===== config.mk =====
export PLATFORM = sky130hd
export DESIGN_NAME = reset_sequencer
export DESIGN_NICKNAME = d
export VERILOG_FILES = /design/src/rtl/reset_sequencer.sv
export SDC_FILE = /design/constraint.sdc
export NUM_CORES = 1
export LEC_CHECK = 0
export BUFFER_PORTS_ARGS = -buffer_cell sky130_fd_sc_hd__clkbuf_2
export CAP_MARGIN = 40
export CORE_AREA = 2 2 54 56
export DETAILED_ROUTE_END_ITERATION = 10
export DIE_AREA = 0 0 56 58
export PLACE_DENSITY = 0.72
export SLEW_MARGIN = 20
export SYNTH_ARGS = -nofsm -noshare
export SYNTH_HDL_FRONTEND = slang
export SYNTH_SLANG_ARGS = --single-unit

===== constraint.sdc =====
create_clock -name clk -period 1.78 [get_ports clk]
set_input_delay 0 -clock clk [delete_from_list [all_inputs] [get_ports clk]]
set_output_delay 0 -clock clk [all_outputs]
set_load 0.02 [all_outputs]

===== src/rtl/reset_sequencer.sv =====
// reset_sequencer
//   Central reset generator. Collects power-on (async_reset_n), a debounced
//   external button (ext_rst_req) and a software pulse (sw_rst_req), stretches
//   every request to HOLD_CYCLES, then releases the active-high stage resets
//   one at a time (bit 0 first) with STAGE_GAP cycles between releases.
//
//   Optional feature macro: RST_WATCHDOG_EN
//     When defined, a watchdog counts cycles in RUN. It is cleared by wdt_kick
//     or by leaving RUN. Reaching WDT_CYCLES-1 raises a reset request with cause 11.
//     When undefined, wdt_kick is ignored and cause 11 never occurs.
//
// Ports
//   clk           in   system clock
//   async_reset_n in   asynchronous active-low power-on reset
//   ext_rst_req   in   raw asynchronous button, active high
//   sw_rst_req    in   synchronous single-cycle software reset pulse
//   wdt_kick      in   watchdog service pulse
//   rst_out       out  NUM_STAGES active-high stage resets, bit 0 released first
//   all_released  out  high only once every stage is released (RUN)
//   rst_cause     out  last reset cause: 00 POR, 01 ext, 10 sw, 11 watchdog
module reset_sequencer #(
  parameter int NUM_STAGES      = 3,
  parameter int HOLD_CYCLES     = 16,
  parameter int STAGE_GAP       = 4,
  parameter int DEBOUNCE_CYCLES = 8,
  parameter int WDT_CYCLES      = 1024
) (
  input  logic                  clk,
  input  logic                  async_reset_n,
  input  logic                  ext_rst_req,
  input  logic                  sw_rst_req,
  input  logic                  wdt_kick,
  output logic [NUM_STAGES-1:0] rst_out,
  output logic                  all_released,
  output logic [1:0]            rst_cause
);

  localparam int HOLD_W = $clog2(HOLD_CYCLES) + 1;
  localparam int GAP_W  = $clog2(STAGE_GAP) + 1;
  localparam int DEB_W  = $clog2(DEBOUNCE_CYCLES) + 1;
  localparam int IDX_W  = $clog2(NUM_STAGES) + 1;

  localparam logic [HOLD_W-1:0] HOLD_LAST = HOLD_W'(HOLD_CYCLES - 1);
  localparam logic [GAP_W-1:0]  GAP_LAST  = GAP_W'(STAGE_GAP - 1);
  localparam logic [DEB_W-1:0]  DEB_MAX   = DEB_W'(DEBOUNCE_CYCLES);
  localparam logic [IDX_W-1:0]  IDX_LAST  = IDX_W'(NUM_STAGES - 1);

  typedef enum logic [1:0] {
    ST_HOLD    = 2'd0,
    ST_RELEASE = 2'd1,
    ST_RUN     = 2'd2
  } state_t;

  state_t                state_q, state_d;
  logic [HOLD_W-1:0]     hold_q, hold_d;
  logic [GAP_W-1:0]      gap_q, gap_d;
  logic [IDX_W-1:0]      idx_q, idx_d;
  logic [IDX_W-1:0]      idx_next;
  logic [NUM_STAGES-1:0] rst_d;
  logic [1:0]            cause_d;

  logic                  ext_s1, ext_s2;
  logic [DEB_W-1:0]      deb_cnt;
  logic                  ext_req;
  logic                  wdt_expire;
  logic                  req;

  // Button path: two-flop synchronizer, then a saturating run-length counter.
  // A single low synced sample restarts the count, so short glitches are lost.
  always_ff @(posedge clk or negedge async_reset_n) begin
    if (!async_reset_n) begin
      ext_s1  <= 1'b0;
      ext_s2  <= 1'b0;
      deb_cnt <= '0;
    end else begin
      ext_s1 <= ext_rst_req;
      ext_s2 <= ext_s1;
      if (!ext_s2) begin
        deb_cnt <= '0;
      end else if (deb_cnt != DEB_MAX) begin
        deb_cnt <= deb_cnt + 1'b1;
      end
    end
  end

  assign ext_req = (deb_cnt == DEB_MAX);

`ifdef RST_WATCHDOG_EN
  localparam int WDT_W = $clog2(WDT_CYCLES) + 1;
  localparam logic [WDT_W-1:0] WDT_LAST = WDT_W'(WDT_CYCLES - 1);

  logic [WDT_W-1:0] wdt_cnt;

  always_ff @(posedge clk or negedge async_reset_n) begin
    if (!async_reset_n) begin
      wdt_cnt <= '0;
    end else if ((state_q != ST_RUN) || wdt_kick) begin
      wdt_cnt <= '0;
    end else begin
      wdt_cnt <= wdt_cnt + 1'b1;
    end
  end

  // Expiry lasts one cycle: the request it raises drops the FSM out of RUN,
  // which clears the counter on the following edge.
  assign wdt_expire = (state_q == ST_RUN) && (wdt_cnt == WDT_LAST);
`else
  logic unused_kick;
  assign unused_kick = wdt_kick;
  assign wdt_expire  = 1'b0;
`endif

  assign req = ext_req | sw_rst_req | wdt_expire;

  always_ff @(posedge clk or negedge async_reset_n) begin
    if (!async_reset_n) begin
      state_q   <= ST_HOLD;
      hold_q    <= '0;
      gap_q     <= '0;
      idx_q     <= '0;
      rst_out   <= '1;
      rst_cause <= 2'b00;
    end else begin
      state_q   <= state_d;
      hold_q    <= hold_d;
      gap_q     <= gap_d;
      idx_q     <= idx_d;
      rst_out   <= rst_d;
      rst_cause <= cause_d;
    end
  end

  assign idx_next = idx_q + 1'b1;

  always_comb begin
    state_d = state_q;
    hold_d  = hold_q;
    gap_d   = gap_q;
    idx_d   = idx_q;
    rst_d   = rst_out;
    cause_d = rst_cause;

    // A request overrides any release scheduled for the same edge.
    if (req) begin
      state_d = ST_HOLD;
      hold_d  = '0;
      rst_d   = '1;
      if (ext_req) begin
        cause_d = 2'b01;
      end else if (wdt_expire) begin
        cause_d = 2'b11;
      end else begin
        cause_d = 2'b10;
      end
    end else begin
      case (state_q)
        ST_HOLD: begin
          if (hold_q == HOLD_LAST) begin
            rst_d[0] = 1'b0;
            gap_d    = '0;
            idx_d    = '0;
            state_d  = (NUM_STAGES == 1) ? ST_RUN : ST_RELEASE;
          end else begin
            hold_d = hold_q + 1'b1;
          end
        end
        ST_RELEASE: begin
          if (gap_q == GAP_LAST) begin
            for (int k = 1; k < NUM_STAGES; k++) begin
              if (idx_next == IDX_W'(k)) begin
                rst_d[k] = 1'b0;
              end
            end
            idx_d = idx_next;
            gap_d = '0;
            if (idx_next == IDX_LAST) begin
              state_d = ST_RUN;
            end
          end else begin
            gap_d = gap_q + 1'b1;
          end
        end
        ST_RUN: begin
          state_d = ST_RUN;
        end
        default: begin
          state_d = ST_HOLD;
          hold_d  = '0;
          rst_d   = '1;
        end
      endcase
    end
  end

  assign all_released = (state_q == ST_RUN);

endmodule

==> impl_metrics.env <==
export IMPL_drc=0
export IMPL_synth_edf_count=0
export IMPL_timing_hold_ws_ns=0.204
export IMPL_start_kind="flop"
export IMPL_hold_viol=0
export IMPL_yosys_most_used_dff="dfrtp_1"
export IMPL_cts_num_sinks=24
export IMPL_die_height_um=58
export IMPL_p_clk_share_pct=27.6
export IMPL_grtUsageMet3_pct=3.13
export IMPL_worstPathArrival_ns=2.07
export IMPL_use_met1_pct=20.3
export IMPL_yosys_register_bits=24
export IMPL_ys_async_sr_fraction_pct=100
export IMPL_grt_busiest_layer="met2"
export IMPL_status="finished with violations"
export IMPL_total_power_uw=898
export IMPL_synth_area_leaders="dfrtp_1 39%, ha_1 11%, dfstp_2 5.9%"
export IMPL_ios=11
export IMPL_setup_slack_ns=-0.0405
export IMPL_fin_util_pct=60.7
export IMPL_fin_skew_ns=0.00166
export IMPL_r2r_slack_ns=-0.04
export IMPL_crit_chain="ha_2 -> and3_4 -> ha_4 -> nand4b_1 -> or4b_1 -> a31oi_1"
export IMPL_h_tree_depth=1
export IMPL_use_met2_pct=30.9
export IMPL_fillerInstances=238
export IMPL_clk_pin_slew_ns=0.12
export IMPL_areaGrowthSynthToFinish_pct=20.3
export IMPL_final_max_slew_viol_count=0
export IMPL_violations="negative setup slack"
export IMPL_via_per_inst=5.60
export IMPL_syn_area_um2=1340
export IMPL_antenna_found_initial=0
export IMPL_drtIter0Drc=15
export IMPL_r2r_start="hold_q[0]"
export IMPL_rr_worst_depth=6
export IMPL_drive_gt1_share_pct=27.2
export IMPL_place_congestion=0.821
export IMPL_dieArea_um2=3250
export IMPL_route_vias_total=1020
export IMPL_start_util_pct=50.5
export IMPL_seq_power_share_pct=63.5
export IMPL_max_clock_freq_mhz=549
export IMPL_wl_per_cell_um=14.4
export IMPL_dpl_hpwl_um=1870
export IMPL_dieWidth_um=56
export IMPL_ant_nets=0
export IMPL_pwr_density_cell_nw_per_um2=556
export IMPL_io_buffer_count=9
export IMPL_cap_violations=0
export IMPL_power_frac_comb_pct=8.9
export IMPL_grt_setup_unrepaired="true"
export IMPL_antennaDiodeCount=0
export IMPL_syn_instance_count=127
export IMPL_slew_headroom_pct=60.1
export IMPL_grt_pass1_vias=1032
export IMPL_p_int_uw=687
export IMPL_cts_root_buf="clkbuf_4"
export IMPL_rows=19
export IMPL_final_nets=169
export IMPL_yosysWarnings=0
export IMPL_slowest_stage="or4b_1"
export IMPL_synth_largest_area_cell="dfrtp_1"
export IMPL_path_max_fanout=3
export IMPL_synth_seq_area_share_pct=45.0
export IMPL_fin_tns_setup_ns=-0.0405
export IMPL_end_kind="flop"
export IMPL_numCtsBuffers=3
export IMPL_syn_nets=144
export IMPL_finalCritPeriodShare_pct=102
export IMPL_synthDistinctLibCells=41
export IMPL_slowest_delay_ns=0.50
export IMPL_dr_pass1_iters=4
export IMPL_hold_class="primary input to async pin"
export IMPL_synth_top_cell_area_share_pct=39.1
export IMPL_cts_tree="done"
export IMPL_fin_crit_ns=1.82
export IMPL_peakVddDrop_v=0.000540
export IMPL_grt_pass1_wl_um=4440
export IMPL_clk_path_buf_depth=2
export IMPL_syn_area_per_cell_um2=10.6
export IMPL_p_sw_uw=211
export IMPL_tightest_slew_ns=0.598
export IMPL_required_ns=2.02
export IMPL_drt_wl_total_um=2620
export IMPL_grt_overflow=0
export IMPL_p_leak_uw=0.000736
export IMPL_final_setup_viol_count=1
export IMPL_core_area_um2=2660
export IMPL_clkLatencyLatePin_ns=0.32
export IMPL_grt_max_degree=25
export IMPL_netSwitchingFraction_pct=23.5
export IMPL_crit_type="flop to flop"
export IMPL_regToRegEndpoint="hold_q[3]"
export IMPL_grt_usage_pct=17.6
-- cells by family (layout without fill, tap and decap cells) --
| kind of cell | Yosys count | count (layout) | share of synthesized area [%] |
|---|---|---|---|
| adder cells (fa/ha/maj) | 12 | 12 | 11.2 |
| XOR/XNOR | 4 | 4 | 2.61 |
| AND/OR/NAND/NOR | 43 | 43 | 19.2 |
| buffers and inverters | 13 | 37 | 3.82 |
| multiplexers | 6 | 6 | 4.84 |
| flip-flops | 24 | 24 | 45.0 |
| AO/OA/AOI/OAI | 25 | 25 | 13.4 |
-- registers in the layout, indices dropped and copies added (netlist names) --
signal,cells
idx_q,3
ext_s1,1
deb_cnt,4
gap_q,3
hold_q,5
ext_s2,1
rst_out,3
rst_cause,2
state_q,2
-- worst max-delay path, delay by kind of cell (launching register included) --
family / cells / cell delay, ns
AO/OA/AOI/OAI: 1 / 0.16
adder cells (fa/ha/maj): 2 / 0.34
flip-flops: 1 / 0.41
AND/OR/NAND/NOR: 3 / 0.84
-- power by group through the flow --
stage               Combinational [uW]  Clock [uW]  Sequential, uW
floorplan                         41.7           0             580
global placement                  71.8           0             580
detailed placement                74.0           0             580
CTS                               80.7         260             570
global route                      90.0         282             573
finish                            80.0         248             570
-- Yosys cell counts (3+ instances only) --
| cell type | instances |
|---|---|
| dfstp_2 | 3 |
| nor2_1 | 9 |
| nand3_1 | 6 |
| a22oi_1 | 3 |
| a21oi_1 | 3 |
| nand2b_1 | 4 |
| and3_1 | 3 |
| and2_1 | 3 |
| nor2b_1 | 3 |
| mux2_2 | 4 |
| dfrtp_1 | 21 |
| ha_1 | 12 |
| inv_1 | 9 |
| xnor2_1 | 3 |
| nand2_1 | 4 |
| o21ai_0 | 3 |
-- metal layers --
layer | vias to the layer above | wire length, um
li1 | 503 | -
met1 | 491 | 1150
met2 | 19 | 1340
met3 | 7 | 65
met4 | 0 | 65
met5 | - | 0
-- metrics by stage --
| stage | cell area, um2 | setup WS (ns) | instances |
|---|---|---|---|
| floorplan | 1350 | 0.00599 | 127 |
| global placement | 1500 | 0.0333 | 174 |
| detailed placement | 1500 | -0.0753 | 174 |
| CTS | 1570 | -0.0397 | 181 |
| global route | 1620 | -0.0991 | 182 |
| finish | 1620 | -0.0405 | 182 |
-- worst max path at each step --
stage	cells past startpoint	to	from	slack, ns
floorplan	6	hold_q[3]	hold_q[0]	0.006
global placement	6	hold_q[3]	hold_q[0]	0.03
detailed placement	6	hold_q[3]	hold_q[0]	-0.08
CTS	6	hold_q[3]	hold_q[0]	-0.04
global route	6	hold_q[3]	hold_q[0]	-0.1
finish	6	hold_q[3]	hold_q[0]	-0.04
-- timing repair --
item,4_1_cts,5_1_grt
cloned,0,0
endpoints found under the hold margin,24,0
buffers inserted,0,1
resized for setup,4,7
hold buffers,3,0
endpoints found under the setup margin,6,6
pin swaps,0,3
-- layout make-up --
cell class	count	area [um2]	share of cell area (%)
Tap cell	31	38.8	2.40
Multi-Input combinational cell	90	748	46.3
Timing Repair Buffer	24	165	10.2
Sequential cell	24	604	37.4
Clock buffer	4	26.3	1.63
Inverter	9	33.8	2.09
-- placed cells by master (no fill, tap or decap), types with 2 or more instances in the layout --
cell,netlist,final
clkbuf_4,0,3
dlygate4sd3_1,0,3
nand3_1,6,6
buf_4,0,12
inv_1,9,9
a21o_1,2,2
clkbuf_2,0,9
nor2b_1,3,3
mux2_2,4,2
nand2_1,4,4
o21ai_0,3,3
xnor2_1,3,3
mux2_4,0,2
nand3b_1,2,2
nand4b_1,2,2
and2b_1,2,2
dfstp_2,3,3
ha_4,0,2
o311ai_0,2,2
ha_1,12,9
a22oi_1,3,3
nand2b_1,4,3
and2_1,3,3
and3_1,3,2
dfrtp_1,21,21
a21oi_1,3,3
o2bb2ai_1,2,2
nor2_1,9,8
(Power assumes the default switching activity.)
